<file path="src/rtl/reduction_or_scanner.sv">
// Set-bit scanner: accepts a WIDTH-bit vector, reports its OR and popcount,
// then streams the index of every set bit, lowest first, over a valid/ready port.
//
// Ports:
//   clk, rst               rising-edge clock, async active-high reset
//   gnd, vdd               supply rails, no logical function
//   clr                    synchronous abort back to IDLE
//   load_valid/ready/data  vector input handshake (ready only in IDLE)
//   any, ones              registered OR / popcount of last accepted vector
//   idx_valid/ready/idx    set-bit index output handshake
//   idx_last               current idx is the final set bit
//   done                   one-cycle pulse when a scan completes
module reduction_or_scanner #(
    parameter int WIDTH = 65,
    parameter int IDXW  = 7
) (
    input  logic             clk,
    input  logic             rst,
    input  logic             gnd,
    input  logic             vdd,
    input  logic             clr,
    input  logic             load_valid,
    output logic             load_ready,
    input  logic [WIDTH-1:0] load_data,
    output logic             any,
    output logic [IDXW-1:0]  ones,
    output logic             idx_valid,
    input  logic             idx_ready,
    output logic [IDXW-1:0]  idx,
    output logic             idx_last,
    output logic             done
);

    typedef enum logic {
        IDLE,
        SCAN
    } state_t;

    state_t            state_q, state_d;
    logic [WIDTH-1:0]  mask_q, mask_d;
    logic              any_q, any_d;
    logic [IDXW-1:0]   ones_q, ones_d;
    logic              done_q, done_d;

    logic [IDXW-1:0]   ones_calc;
    logic [IDXW-1:0]   idx_enc;
    logic [WIDTH-1:0]  mask_low_cleared;

    // Rails exist only for netlist connectivity.
    logic rails_unused;
    assign rails_unused = gnd & vdd;

    // Popcount of the offered vector.
    always_comb begin
        ones_calc = '0;
        for (int i = 0; i < WIDTH; i++) begin
            ones_calc = ones_calc + IDXW'(load_data[i]);
        end
    end

    // Priority encode of the registered mask: lowest set bit wins.
    always_comb begin
        idx_enc = '0;
        for (int i = WIDTH - 1; i >= 0; i--) begin
            if (mask_q[i]) begin
                idx_enc = IDXW'(i);
            end
        end
    end

    // m & (m-1) drops the lowest set bit; zero result means one bit was set.
    assign mask_low_cleared = mask_q & (mask_q - WIDTH'(1));

    assign idx        = idx_enc;
    assign idx_last   = (mask_q != '0) && (mask_low_cleared == '0);
    assign idx_valid  = (state_q == SCAN);
    assign load_ready = (state_q == IDLE);
    assign any        = any_q;
    assign ones       = ones_q;
    assign done       = done_q;

    always_comb begin
        state_d = state_q;
        mask_d  = mask_q;
        any_d   = any_q;
        ones_d  = ones_q;
        done_d  = 1'b0;

        if (clr) begin
            state_d = IDLE;
            mask_d  = '0;
            any_d   = 1'b0;
            ones_d  = '0;
        end else begin
            case (state_q)
                IDLE: begin
                    if (load_valid) begin
                        mask_d = load_data;
                        any_d  = |load_data;
                        ones_d = ones_calc;
                        if (load_data != '0) begin
                            state_d = SCAN;
                        end else begin
                            done_d = 1'b1;
                        end
                    end
                end
                SCAN: begin
                    if (idx_ready) begin
                        mask_d = mask_low_cleared;
                        if (idx_last) begin
                            state_d = IDLE;
                            done_d  = 1'b1;
                        end
                    end
                end
                default: begin
                    state_d = IDLE;
                end
            endcase
        end
    end

    always_ff @(posedge clk or posedge rst) begin
        if (rst) begin
            state_q <= IDLE;
            mask_q  <= '0;
            any_q   <= 1'b0;
            ones_q  <= '0;
            done_q  <= 1'b0;
        end else begin
            state_q <= state_d;
            mask_q  <= mask_d;
            any_q   <= any_d;
            ones_q  <= ones_d;
            done_q  <= done_d;
        end
    end

endmodule
</file>
<file path="config.mk">
export PLATFORM = sky130hd
export DESIGN_NAME = reduction_or_scanner
export DESIGN_NICKNAME = d
export VERILOG_FILES = /design/src/rtl/reduction_or_scanner.sv
export SDC_FILE = /design/constraint.sdc
export NUM_CORES = 1
export LEC_CHECK = 0
export ABC_AREA = 1
export CORE_ASPECT_RATIO = 1.4
export CORE_MARGIN = 2
export CORE_UTILIZATION = 40
export CTS_BUF_LIST = sky130_fd_sc_hd__clkbuf_16
export CTS_CLUSTER_SIZE = 10
export DETAILED_ROUTE_END_ITERATION = 7
export PLACE_DENSITY = 0.63
export SLEW_MARGIN = 25
export SYNTH_ARGS = -nofsm -noshare
export SYNTH_HDL_FRONTEND = slang
export SYNTH_SLANG_ARGS = --single-unit
</file>
<file path="constraint.sdc">
create_clock -name clk -period 4.7 [get_ports clk]
set_input_delay 0.705 -clock clk [delete_from_list [all_inputs] [get_ports clk]]
set_output_delay 0.705 -clock clk [all_outputs]
set_load 0.05 [all_outputs]
</file>
==> flow_metrics.tcl, run 1 <==
set metrics [dict create \
    drt-total-wl_um 24900 \
    min_path_cells 2 \
    min_period_ns 6.07 \
    hp-class "flip-flop to flip-flop" \
    path_clk_slew_ns 0.07 \
    fin_hold_ws_ns 0.533 \
    first_iter_violations 567 \
    cts_sinks 75 \
    crit_type "input pin to flip-flop" \
    rsz0062_at_grt "true" \
    die-area_mm2 0.0187 \
    cts_tree "done" \
    p_leak_uw 0.00461 \
    fin_util 0.538 \
    hold_violations 0 \
    grt_pass1_vias 7707 \
    antenna_found_initial 0 \
    start_util 0.407 \
    cap_viol_max_count 0 \
    most-common-layout-cells "inv_1 (173), nor2_1 (135), nand2_1 (116)" \
    die_y_um 161 \
    final_common_cell "inv_1" \
    io_buffers 88 \
    syn_area_mm2 0.00705 \
    ys_warn_count 0 \
    setup_viol 9 \
    synth-seq-cells 75 \
    dp_hpwl_um 19700 \
    avgViaCountPerCell 5.23 \
    worstPathMaxFanout 2 \
    grt_use_met3 0.0353 \
    route.detailed.drc 0 \
    cp.required_ns 4.98 \
    grt_pass1_wl_um 39800 \
    ant_nets 0 \
    syn_inst 988 \
    total_power_uw 9490 \
    worst_r2r_startpoint "mask_q[0]" \
    fin_ws_ns -1.37 \
    clock_latency_ns 0.35 \
    rrSetupSlack_ns 0.72 \
    grt_overflow 0 \
    r2r-end "done" \
    dp_slack_ns -2.15 \
    gr-usage-met1 0.338 \
    antenna_cells 0 \
    post_drt_wl_per_cell_um 17.7 \
    cts_root_buffer "clkbuf_16" \
    ys_types 44 \
    violations "setup timing" \
    p_per_area_mw_per_mm2 1020 \
    cts_htree_levels 3 \
    layout-drive-gt1-share 0.197 \
    endpoint_kind "flip-flop" \
    hold_buffers 0 \
    core_region_area_mm2 0.0173 \
    vias 7352 \
    placed_area_mm2 0.00887 \
    slew_viol_final 0 \
    synth_nets 1130 \
    r2r_cells 29 \
    design_area_mm2 0.00932 \
    final_nets 1306 \
    min_to "ones[5]" \
    grtUsageTotal 0.280 \
    worstMarginPinSlew_ns 1.06 \
    yosysSeqAreaShare 0.266 \
    num_rows 57 \
    peakVddDrop_mv 1.49 \
    fin_crit_sh 1.29 \
    die_x_um 116 \
    first_pass_iters 6 \
    clk_path_buf_depth 2 \
    max-slew-margin-rel 0.294 \
    outcome "finished, violations left" \
    min_from "ones[5]" \
    avgSynthCellArea_um2 7.14 \
    gp_congestion 0.977 \
    grt.met2_usage 0.488 \
    syn_to_final_growth_pct 32.2 \
    grt_max_degree 65 \
    arrival_ns 6.35 \
    final.fill_count 1688 \
    grt_busiest_layer "met2" \
    numCtsBuffers 9 \
    fin_skew_ns 0.00893 \
    ios 91 \
    startpoint_type "input pin" \
    fmax_mhz 165 \
]
-- per-layer routing --
metal | up-vias | part of all wire
li1 | 3532 | -
met1 | 3477 | 0.38
met2 | 266 | 0.51
met3 | 77 | 0.050
met4 | 0 | 0.056
met5 | - | 0
-- cell usage after synthesis (all sizes together) --
library cell / n / area (um2)
xor2: 1 / 8.76
bufinv: 2 / 35.0
inv: 215 / 815
nand2: 120 / 468
o21a: 1 / 8.76
o21ai: 115 / 576
a32o: 1 / 10.0
a22o: 1 / 8.76
nand3: 21 / 105
dfrtp: 75 / 1880
nand4: 12 / 75.1
nor3: 17 / 90.1
clkbuf: 21 / 82.6
o41ai: 1 / 8.76
or4: 2 / 15.0
o211ai: 4 / 30.0
a41oi: 1 / 8.76
nor2: 154 / 662
a2111oi: 1 / 8.76
clkinv: 8 / 30.0
a31oi: 3 / 18.8
o2111ai: 1 / 8.76
a211oi: 2 / 15.0
a21oi: 67 / 335
fa: 55 / 1100
a2111o: 1 / 11.3
o22ai: 38 / 238
buf: 5 / 23.8
nor4: 27 / 181
ha: 15 / 188
a2bb2oi: 1 / 8.76
-- cell type report --
type | count | area [um2] | share of cell area
multi-input cells | 662 | 4330 | 0.464
flip-flops and latches | 75 | 1880 | 0.201
repair buffers | 191 | 1600 | 0.172
inverters | 225 | 887 | 0.0951
well taps | 236 | 295 | 0.0317
clock buffers | 9 | 225 | 0.0242
clock inverters | 7 | 110 | 0.0118
-- worst max path at each step --
stage	from	endpoint	slack [ns]	depth (start not counted)
5_1_grt	load_data[53]	ones[6]	-1.55	23
3_5_place_dp	load_data[53]	ones[6]	-2.15	23
4_1_cts	load_data[31]	ones[2]	-1.38	19
3_3_place_gp	load_data[53]	ones[6]	-2.07	23
2_1_floorplan	load_data[53]	ones[6]	-1.36	22
6_report	load_data[53]	ones[2]	-1.37	21
-- sequential cells by signal, summed over array words and instances, names as in the netlist --
signal,flops
mask_q,65
ones,7
any,1
done,1
idx_valid,1
-- per-stage QoR --
stage,cells,TNS [ns]
2_1_floorplan,988,-7.28
3_3_place_gp,1380,-12.72
3_5_place_dp,1380,-12.92
4_1_cts,1405,-8.63
5_1_grt,1405,-10.82
6_report,1405,-8.66
-- power breakdown --
group | switching (uW) | internal, uW | total [uW]
registers | 93.7 | 753 | 847
logic | 3840 | 3990 | 7830
clock network | 296 | 515 | 811
total | 4230 | 5260 | 9490
-- cells by family (layout without fill, tap and decap cells) --
group	count (synthesis)	in the layout	share of synthesized area
buffers and inverters	251	432	0.140
adder cells (fa/ha/maj)	70	70	0.183
flip-flops	75	75	0.266
AO/OA/AOI/OAI	238	238	0.184
AND/OR/NAND/NOR	353	353	0.226
XOR/XNOR	1	1	0.00124
-- critical path, cell delays in order --
cell and delay (ns):
buf_8 0.10, fa_1 0.54, inv_2 0.04, fa_1 0.49
inv_1 0.05, fa_1 0.49, inv_2 0.04, fa_1 0.49
inv_1 0.05, fa_1 0.49, inv_2 0.04, fa_1 0.45
fa_1 0.52, fa_1 0.44, fa_2 0.38, fa_2 0.37
buf_6 0.13, buf_6 0.10, buf_6 0.10, xor2_2 0.17
o21ai_1 0.12
-- repair_timing --
action | in CTS | in global routing
setup endpoints to repair | 9 | 9
gates cloned | 0 | 0
setup buffers | 9 | 0
gates resized for setup | 129 | 20
pin swaps | 15 | 8
(Power assumes the default switching activity.)
==> run 2: changes to the inputs <==
CELL_PAD_IN_SITES_DETAIL_PLACEMENT = 1   (was default)
CELL_PAD_IN_SITES_GLOBAL_PLACEMENT = 1   (was default)
PLACE_DENSITY = 0.82   (was 0.63)
==> flow_metrics.tcl, run 2 (synthesis results as in run 1) <==
set metrics [dict create \
    route.detailed.drc 0 \
    peakVddDrop_mv 2.37 \
    fin_skew_ns 0.00791 \
    grt_overflow 0 \
    endpoint_kind "flip-flop" \
    num_rows 57 \
    dp_hpwl_um 22900 \
    antenna_found_initial 0 \
    numCtsBuffers 9 \
    die-area_mm2 0.0187 \
    largest_reg_flops 65 \
    cts_tree "done" \
    final_common_cell "inv_1" \
    r2r_cells 27 \
    cts_htree_levels 3 \
    hp-class "flip-flop to flip-flop" \
    rsz0062_at_grt "true" \
    max-slew-margin-rel 0.266 \
    placed_area_mm2 0.00887 \
    worstMarginPinSlew_ns 1.10 \
    most-common-layout-cells "inv_1 (165), nor2_1 (136), nand2_1 (113)" \
    fmax_mhz 158 \
    post_drt_wl_per_cell_um 21.6 \
    grtUsageTotal 0.327 \
    largest_register "mask_q" \
    final.fill_count 2200 \
    fin_ws_ns -1.63 \
    cpMostUsedCell "fa_1" \
    min_path_cells 2 \
    grt_pass1_vias 8636 \
    final_nets 1303 \
    slowest_stage "fa_2" \
    core_region_area_mm2 0.0173 \
    cap_viol_max_count 0 \
    first_iter_violations 497 \
    slowest_delay_ns 0.56 \
    vias 7830 \
    gp_congestion 0.920 \
    syn_to_final_growth_pct 31.9 \
    start_util 0.407 \
    grt_pass1_wl_um 46000 \
    outcome "finished, violations left" \
    ant_nets 0 \
    setup_viol 9 \
    io_buffers 88 \
    p_leak_uw 0.00464 \
    cts_sinks 75 \
    arrival_ns 6.57 \
    layout-drive-gt1-share 0.196 \
    avgViaCountPerCell 5.58 \
    min_period_ns 6.33 \
    crit_type "input pin to flip-flop" \
    die_x_um 116 \
    ios 91 \
    drt-total-wl_um 30300 \
    violations "setup timing" \
    clk_path_buf_depth 2 \
    hold_buffers 0 \
    die_y_um 161 \
    slew_viol_final 0 \
    startpoint_type "input pin" \
    first_pass_iters 5 \
    cp.required_ns 4.94 \
    cts_root_buffer "clkbuf_16" \
    worstPathMaxFanout 2 \
    grt_max_degree 50 \
    p_per_area_mw_per_mm2 1020 \
    crit_chain "dlygate4sd2_1, fa_1, inv_2, fa_1, fa_1, fa_1, inv_2, fa_1, inv_2, fa_2, fa_1, fa_2, fa_2, buf_6, nor2_4, a211oi_2, nor2_2, o21ai_1, nand2_1, buf_4, o21ai_2, nand2_1" \
    hold_violations 0 \
    fin_setup_tns_ns -10.17 \
    fin_crit_sh 1.35 \
    clock_latency_ns 0.35 \
    antenna_cells 0 \
    design_area_mm2 0.00930 \
    path_clk_slew_ns 0.06 \
]
-- run 2: critical path, delay by kind of cell --
| family | cells | cell delay (ns) |
|---|---|---|
| AOI/OAI and AO/OA | 3 | 0.55 |
| adders and majority gates | 9 | 4.33 |
| buffers and inverters | 6 | 0.69 |
| and+or+nand+nor | 4 | 0.29 |
-- run 2: metrics by stage --
step	cells	power [uW]	hold WS, ns	worst slack (ns)	util
2_1_floorplan	988	4520	0.527	-1.36	-
3_3_place_gp	1380	6100	0.505	-2.10	0.512
3_5_place_dp	1380	6400	0.521	-2.28	0.512
4_1_cts	1401	8050	0.544	-1.78	0.532
5_1_grt	1402	10100	0.577	-1.74	0.537
6_report	1402	9510	0.533	-1.63	0.537
-- run 2: area by class of cell --
cell class / instances / area (um2) / area share
clock inverter: 7 / 83.8 / 0.00902
clock buffer: 9 / 225 / 0.0242
multi-input combinational: 662 / 4310 / 0.464
sequential: 75 / 1880 / 0.202
inverter: 225 / 881 / 0.0947
timing repair buffer: 188 / 1620 / 0.175
tap: 236 / 295 / 0.0318
-- run 2: final timing paths --
check | from | endpoint | slack (ns)
min in group asynchronous | rst | mask_q[16] | 0.80
setup reg to reg | mask_q[0] | idx_valid | 0.48
max in group asynchronous | rst | mask_q[60] | 2.88
hold / removal | any | any | 0.53
hold reg to reg | any | any | 0.53
setup / recovery | load_data[51] | ones[5] | -1.63
-- run 2: repair_timing --
| action | CTS | global route |
|---|---|---|
| buffers inserted | 5 | 3 |
| resized for setup | 73 | 56 |
| pin swaps | 27 | 48 |
| setup endpoints to repair | 9 | 10 |
-- run 2: layer usage --
layer	vias up	part of all wire	track usage
li1	3529	-	-
met2	314	0.53	0.595
met5	-	0	0
met1	3863	0.36	0.357
met3	124	0.043	0.0465
met4	0	0.067	0.183
-- run 2: power breakdown --
group | internal, uW | switching, uW
combinational | 3680 | 4230
sequential | 753 | 88.5
clock | 459 | 307
